File: src/rtl/mem_bus_arbiter_pkg.sv
// Shared types for mem_bus_arbiter: FSM state encoding, bus owner codes
// and one-hot grant patterns used by arb_grant_sel.
package mem_bus_arbiter_pkg;

  typedef enum logic [1:0] {
    ST_IDLE = 2'd0,
    ST_ADDR = 2'd1,
    ST_DATA = 2'd2
  } arb_state_t;

  typedef enum logic {
    OWN_INST = 1'b0,
    OWN_DATA = 1'b1
  } owner_t;

  // One-hot grant vector: bit 0 = instruction master, bit 1 = data master
  localparam logic [1:0] GNT_NONE = 2'b00;
  localparam logic [1:0] GNT_INST = 2'b01;
  localparam logic [1:0] GNT_DATA = 2'b10;

  // Round-robin pointer after a grant favours the other master
  function automatic owner_t other_owner(input owner_t o);
    return (o == OWN_INST) ? OWN_DATA : OWN_INST;
  endfunction

endpackage

File: src/rtl/arb_grant_sel.sv
// Combinational grant selector: two requests plus a preference pointer in,
// one-hot grant out. The pointer only breaks ties.
module arb_grant_sel
  import mem_bus_arbiter_pkg::*;
(
  input  logic       i_inst_req,
  input  logic       i_data_req,
  input  owner_t     i_ptr,
  output logic [1:0] o_grant
);

  // Single requester wins outright; on contention the pointer decides
  always_comb begin
    o_grant = GNT_NONE;
    if (i_inst_req && i_data_req) begin
      o_grant = (i_ptr == OWN_DATA) ? GNT_DATA : GNT_INST;
    end else if (i_data_req) begin
      o_grant = GNT_DATA;
    end else if (i_inst_req) begin
      o_grant = GNT_INST;
    end
  end

endmodule

File: src/rtl/mem_bus_arbiter.sv
// Two-master (instruction fetch / data) arbiter onto a single request/ack
// memory bus with one outstanding transaction.
// Build option: define ARB_ROUND_ROBIN_EN for round-robin arbitration;
// otherwise the data master wins every simultaneous request.
module mem_bus_arbiter
  import mem_bus_arbiter_pkg::*;
(
  input  logic        clk,
  input  logic        rst,
  input  logic        inst_req,
  input  logic        inst_wr,
  input  logic [1:0]  inst_size,
  input  logic [31:0] inst_addr,
  input  logic [31:0] inst_wdata,
  output logic        inst_addr_ok,
  output logic        inst_data_ok,
  output logic [31:0] inst_rdata,
  input  logic        data_req,
  input  logic        data_wr,
  input  logic [1:0]  data_size,
  input  logic [31:0] data_addr,
  input  logic [31:0] data_wdata,
  output logic        data_addr_ok,
  output logic        data_data_ok,
  output logic [31:0] data_rdata,
  output logic        bus_req,
  output logic        bus_wr,
  output logic [1:0]  bus_size,
  output logic [31:0] bus_addr,
  output logic [31:0] bus_wdata,
  input  logic        bus_addr_ok,
  input  logic        bus_data_ok,
  input  logic [31:0] bus_rdata,
  output logic        stallreq_from_if,
  output logic        stallreq_from_mem
);

  arb_state_t  r_state;
  owner_t      r_owner;
  logic        r_wr;
  logic [1:0]  r_size;
  logic [31:0] r_addr;
  logic [31:0] r_wdata;

  logic        w_idle;
  logic        w_done;
  logic [1:0]  w_grant;
  owner_t      w_ptr;

`ifdef ARB_ROUND_ROBIN_EN
  owner_t      r_ptr;
  assign w_ptr = r_ptr;
`else
  assign w_ptr = OWN_DATA;
`endif

  // Handshake outputs are combinational so they can pulse in the request /
  // bus-ack cycle itself; gating with rst forces them low during reset.
  assign w_idle = rst && (r_state == ST_IDLE);
  assign w_done = rst && bus_data_ok &&
                  ((r_state == ST_DATA) || ((r_state == ST_ADDR) && bus_addr_ok));

  arb_grant_sel u_grant_sel (
    .i_inst_req (inst_req && w_idle),
    .i_data_req (data_req && w_idle),
    .i_ptr      (w_ptr),
    .o_grant    (w_grant)
  );

  assign inst_addr_ok = w_grant[0];
  assign data_addr_ok = w_grant[1];
  assign inst_data_ok = w_done && (r_owner == OWN_INST);
  assign data_data_ok = w_done && (r_owner == OWN_DATA);
  assign inst_rdata   = inst_data_ok ? bus_rdata : '0;
  assign data_rdata   = data_data_ok ? bus_rdata : '0;

  assign bus_req   = (r_state == ST_ADDR);
  assign bus_wr    = r_wr;
  assign bus_size  = r_size;
  assign bus_addr  = r_addr;
  assign bus_wdata = r_wdata;

  assign stallreq_from_if  = rst &&
    ((inst_req && !inst_addr_ok) ||
     ((r_owner == OWN_INST) && (r_state != ST_IDLE) && !inst_data_ok));
  assign stallreq_from_mem = rst &&
    ((data_req && !data_addr_ok) ||
     ((r_owner == OWN_DATA) && (r_state != ST_IDLE) && !data_data_ok));

  // Transaction FSM: grant and capture in IDLE, address phase, data phase
  always_ff @(posedge clk or negedge rst) begin
    if (!rst) begin
      r_state <= ST_IDLE;
      r_owner <= OWN_INST;
      r_wr    <= 1'b0;
      r_size  <= '0;
      r_addr  <= '0;
      r_wdata <= '0;
`ifdef ARB_ROUND_ROBIN_EN
      r_ptr   <= OWN_DATA;
`endif
    end else begin
      case (r_state)
        ST_IDLE: begin
          if (w_grant != GNT_NONE) begin
            r_state <= ST_ADDR;
            if (w_grant == GNT_DATA) begin
              r_owner <= OWN_DATA;
              r_wr    <= data_wr;
              r_size  <= data_size;
              r_addr  <= data_addr;
              r_wdata <= data_wdata;
            end else begin
              r_owner <= OWN_INST;
              r_wr    <= inst_wr;
              r_size  <= inst_size;
              r_addr  <= inst_addr;
              r_wdata <= inst_wdata;
            end
`ifdef ARB_ROUND_ROBIN_EN
            r_ptr <= other_owner((w_grant == GNT_DATA) ? OWN_DATA : OWN_INST);
`endif
          end
        end
        ST_ADDR: begin
          if (bus_addr_ok) begin
            r_state <= bus_data_ok ? ST_IDLE : ST_DATA;
          end
        end
        ST_DATA: begin
          if (bus_data_ok) begin
            r_state <= ST_IDLE;
          end
        end
        default: r_state <= ST_IDLE;
      endcase
    end
  end

endmodule

File: config.mk
export PLATFORM = sky130hd
export DESIGN_NAME = mem_bus_arbiter
export DESIGN_NICKNAME = d
export VERILOG_FILES = /design/src/rtl/mem_bus_arbiter_pkg.sv /design/src/rtl/arb_grant_sel.sv /design/src/rtl/mem_bus_arbiter.sv
export SDC_FILE = /design/constraint.sdc
export NUM_CORES = 1
export LEC_CHECK = 0
export CAP_MARGIN = 20
export CORE_MARGIN = 5
export CORE_UTILIZATION = 30
export DETAILED_ROUTE_END_ITERATION = 6
export HOLD_SLACK_MARGIN = 0.15
export PLACE_DENSITY = 0.76
export SKIP_LAST_GASP = 1
export SLEW_MARGIN = 20
export SYNTH_ARGS = -nofsm -noshare
export SYNTH_HDL_FRONTEND = slang
export SYNTH_SLANG_ARGS = --single-unit
File: constraint.sdc
create_clock -name clk -period 1.5 [get_ports clk]
set_input_delay 0.3 -clock clk [delete_from_list [all_inputs] [get_ports clk]]
set_output_delay 0.3 -clock clk [all_outputs]
set_load 0.01 [all_outputs]
==> results.cfg <==
[run_status]
run_status = complete, but fails checks
violations = setup timing

[drt]
vias = 4709
detail_route.first_pass.iterations = 5
post_drt_via_cell_ratio = 4.95
ant_nets = 0
drt_iter0_drc = 224
totalWireLength_um = 19800
wl_per_cell_um = 20.8
drc_errors = 0

[floorplanning]
die_w_um = 124
core-area_um2 = 12700
die_h_um = 124
initial_core_util = 0.308
rows = 41
io_pins = 310
dieArea_um2 = 15400

[finish]
final_nets = 946
layout-drive-gt1-share = 0.350
n_antenna_cell = 0
layout.cells.non_filler = 951
area_delta_synth_final_pct = 128
fin_util = 0.703

[pwr]
p_total_mw = 9.46
p_leak_nw = 3.99
power_density_nw_per_um2 = 1060
ir_drop_mv = 0.524

[synthesis]
syn-cell-area_um2 = 3920
synth.area.top_cells = dfrtp_1, mux2i_1, o21ai_0
ys_seq_area_frac = 0.447
netlist_instances = 398
ys_ff_latch = 70
synth_cell_types = 27
synth.largest_area_cell = dfrtp_1
ys.flop_type = dfrtp_1
synth-edff-count = 0
yosysWarnings = 0
syn_area_per_cell_um2 = 9.84
synth_commonest_cells = o21ai_0, dfrtp_1, mux2i_1
async_flop_share = 1.00
synth_nets = 570
yosysTopAreaCellShare = 0.447
synth.most_common_cell = o21ai_0

[clocking]
cts_tree = yes
cts_num_sinks = 70
htree_levels = 3
clk_latency_ns = 0.33
cts-root-buf = clkbuf_16
cts_buffers = 9
clkTransAtPathRegs_ns = 0.06
clk_path_buf_depth = 2

[sta]
max_freq_mhz = 410
hold_violations = 0
fin_skew_ns = 0.00509
holdWs_ns = 0.168
period_needed_ns = 2.44
finalSetupViolCount = 139
setup_ws_ns = -0.938
rsz0062_at_grt = true
max_slew_margin = 0.509
slew_viol_final = 0
worst_pin_slew_ns = 0.737
period_share = 1.63

[global_route]
grt_pass1_vias = 5180
use_met2 = 0.438
use_met3 = 0.0605
grtUsageTotal = 0.235
grt_max_degree = 57
antenna_found_initial = 0
grt-busiest-layer = met2
grt_overflow = 0
gr-usage-met1 = 0.252
grt_pass1_wl_um = 29000

[place]
post-place-cells = 874
portBuffers = 309
gp_congestion = 0.855
dp_hpwl_um = 13200

[hold_path]
hp-class = primary input to async pin

[flow_run]
max_cap_violations = 0

[critical_path]
worstRegToRegCells = 11
r2r-start = r_state[0]
crit_path_max_fanout = 8
cp-start-kind = flop
reg2reg_setup_slack_ns = -0.73
regToRegEndpoint = bus_wdata[27]
worst-endpoint-arrival_ns = 2.14
path_class = flop to output pin
crit_required_ns = 1.20
setup.worst_path.end_class = output pin
-- stage by stage --
stage / setup slack, ns / cell area (um^2) / TNS, ns
6_report: -0.938 / 8940 / -99.42
5_1_grt: -1.02 / 8940 / -110.60
4_1_cts: -1.00 / 8420 / -95.77
3_5_place_dp: -1.05 / 7450 / -103.87
3_3_place_gp: -1.01 / 7450 / -97.27
2_1_floorplan: -0.240 / 4010 / -15.05
-- power breakdown --
group / switching (mW) / internal (mW) / total (mW)
sequential: 0.292 / 2.52 / 2.81
combinational: 1.90 / 2.27 / 4.17
clock: 0.794 / 1.68 / 2.48
-- timing repair --
| action | in CTS | in global routing |
|---|---|---|
| hold buffers | 1 | 0 |
| resized for setup | 302 | 252 |
| pin swaps | 10 | 19 |
| endpoints found under the hold margin | 14 | 0 |
| setup buffers | 34 | 20 |
| cloned | 10 | 8 |
| endpoints found under the setup margin | 205 | 140 |
-- per-layer routing --
| layer | part of all wire | wire length, um | vias up |
|---|---|---|---|
| met5 | 0 | 0 | - |
| met4 | 0.035 | 692 | 0 |
| met2 | 0.54 | 10800 | 224 |
| met1 | 0.35 | 7020 | 2287 |
| met3 | 0.068 | 1350 | 39 |
| li1 | - | - | 2159 |
-- area by class of cell --
type | count | area [um^2]
clock buffer | 14 | 294
multi-input combinational | 289 | 2330
timing repair buffer | 402 | 4280
sequential | 70 | 1750
fill | 914 | 3780
inverter | 2 | 7.51
clock inverter | 2 | 60.1
tap | 172 | 215
-- layout by cell type, fill, tap and decap left out, drive strengths merged, types with 2 or more instances in the layout --
cell type and count:
nand2 2, inv 2, dfrtp 70, dlygate4sd2 68, o41ai 2, clkbuf 25, a21oi 2, bufinv 2
a211oi 2, o21ai 135, bufbuf 2, and2 64, dlymetal6s2s 2, mux2i 67, nand2b 2, buf 149
nor2 4, clkdlybuf4s50 169
-- sequential cells by signal, summed over array words and instances (netlist names) --
register   flops
bus_wdata     32
bus_wr         1
bus_addr      32
r_owner        1
r_state        2
bus_size       2
-- cells by family (layout without fill, tap and decap cells) --
logic type             after synthesis  in the layout  synth area share
AOI/OAI and AO/OA                  145            145             0.194
buffers and inverters               39            420            0.0617
DFF                                 70             70             0.447
muxes                               67             67             0.171
and+or+nand+nor                     77             77             0.125
-- worst max-delay path by stage --
| stage | startpoint | to | slack, ns | cells after the start |
|---|---|---|---|---|
| floorplan | r_state[1] | data_rdata[10] | -0.24 | 5 |
| global placement | bus_addr_ok | inst_rdata[3] | -1.01 | 6 |
| detailed placement | bus_addr_ok | inst_rdata[3] | -1.05 | 6 |
| CTS | r_state[1] | inst_rdata[3] | -1.00 | 5 |
| global route | r_state[1] | data_rdata[9] | -1.02 | 9 |
| finish | r_state[1] | data_rdata[9] | -0.94 | 9 |
-- critical path: stages, from the launching register on --
cell and delay, ns:
dfrtp_1 0.38, nand3b_1 0.28, buf_6 0.20, a211oi_4 0.28
buf_6 0.18, buf_6 0.11, buf_6 0.09, buf_6 0.07
and2_4 0.12, buf_6 0.09
Note: power is estimated with default switching activity, not from simulation.
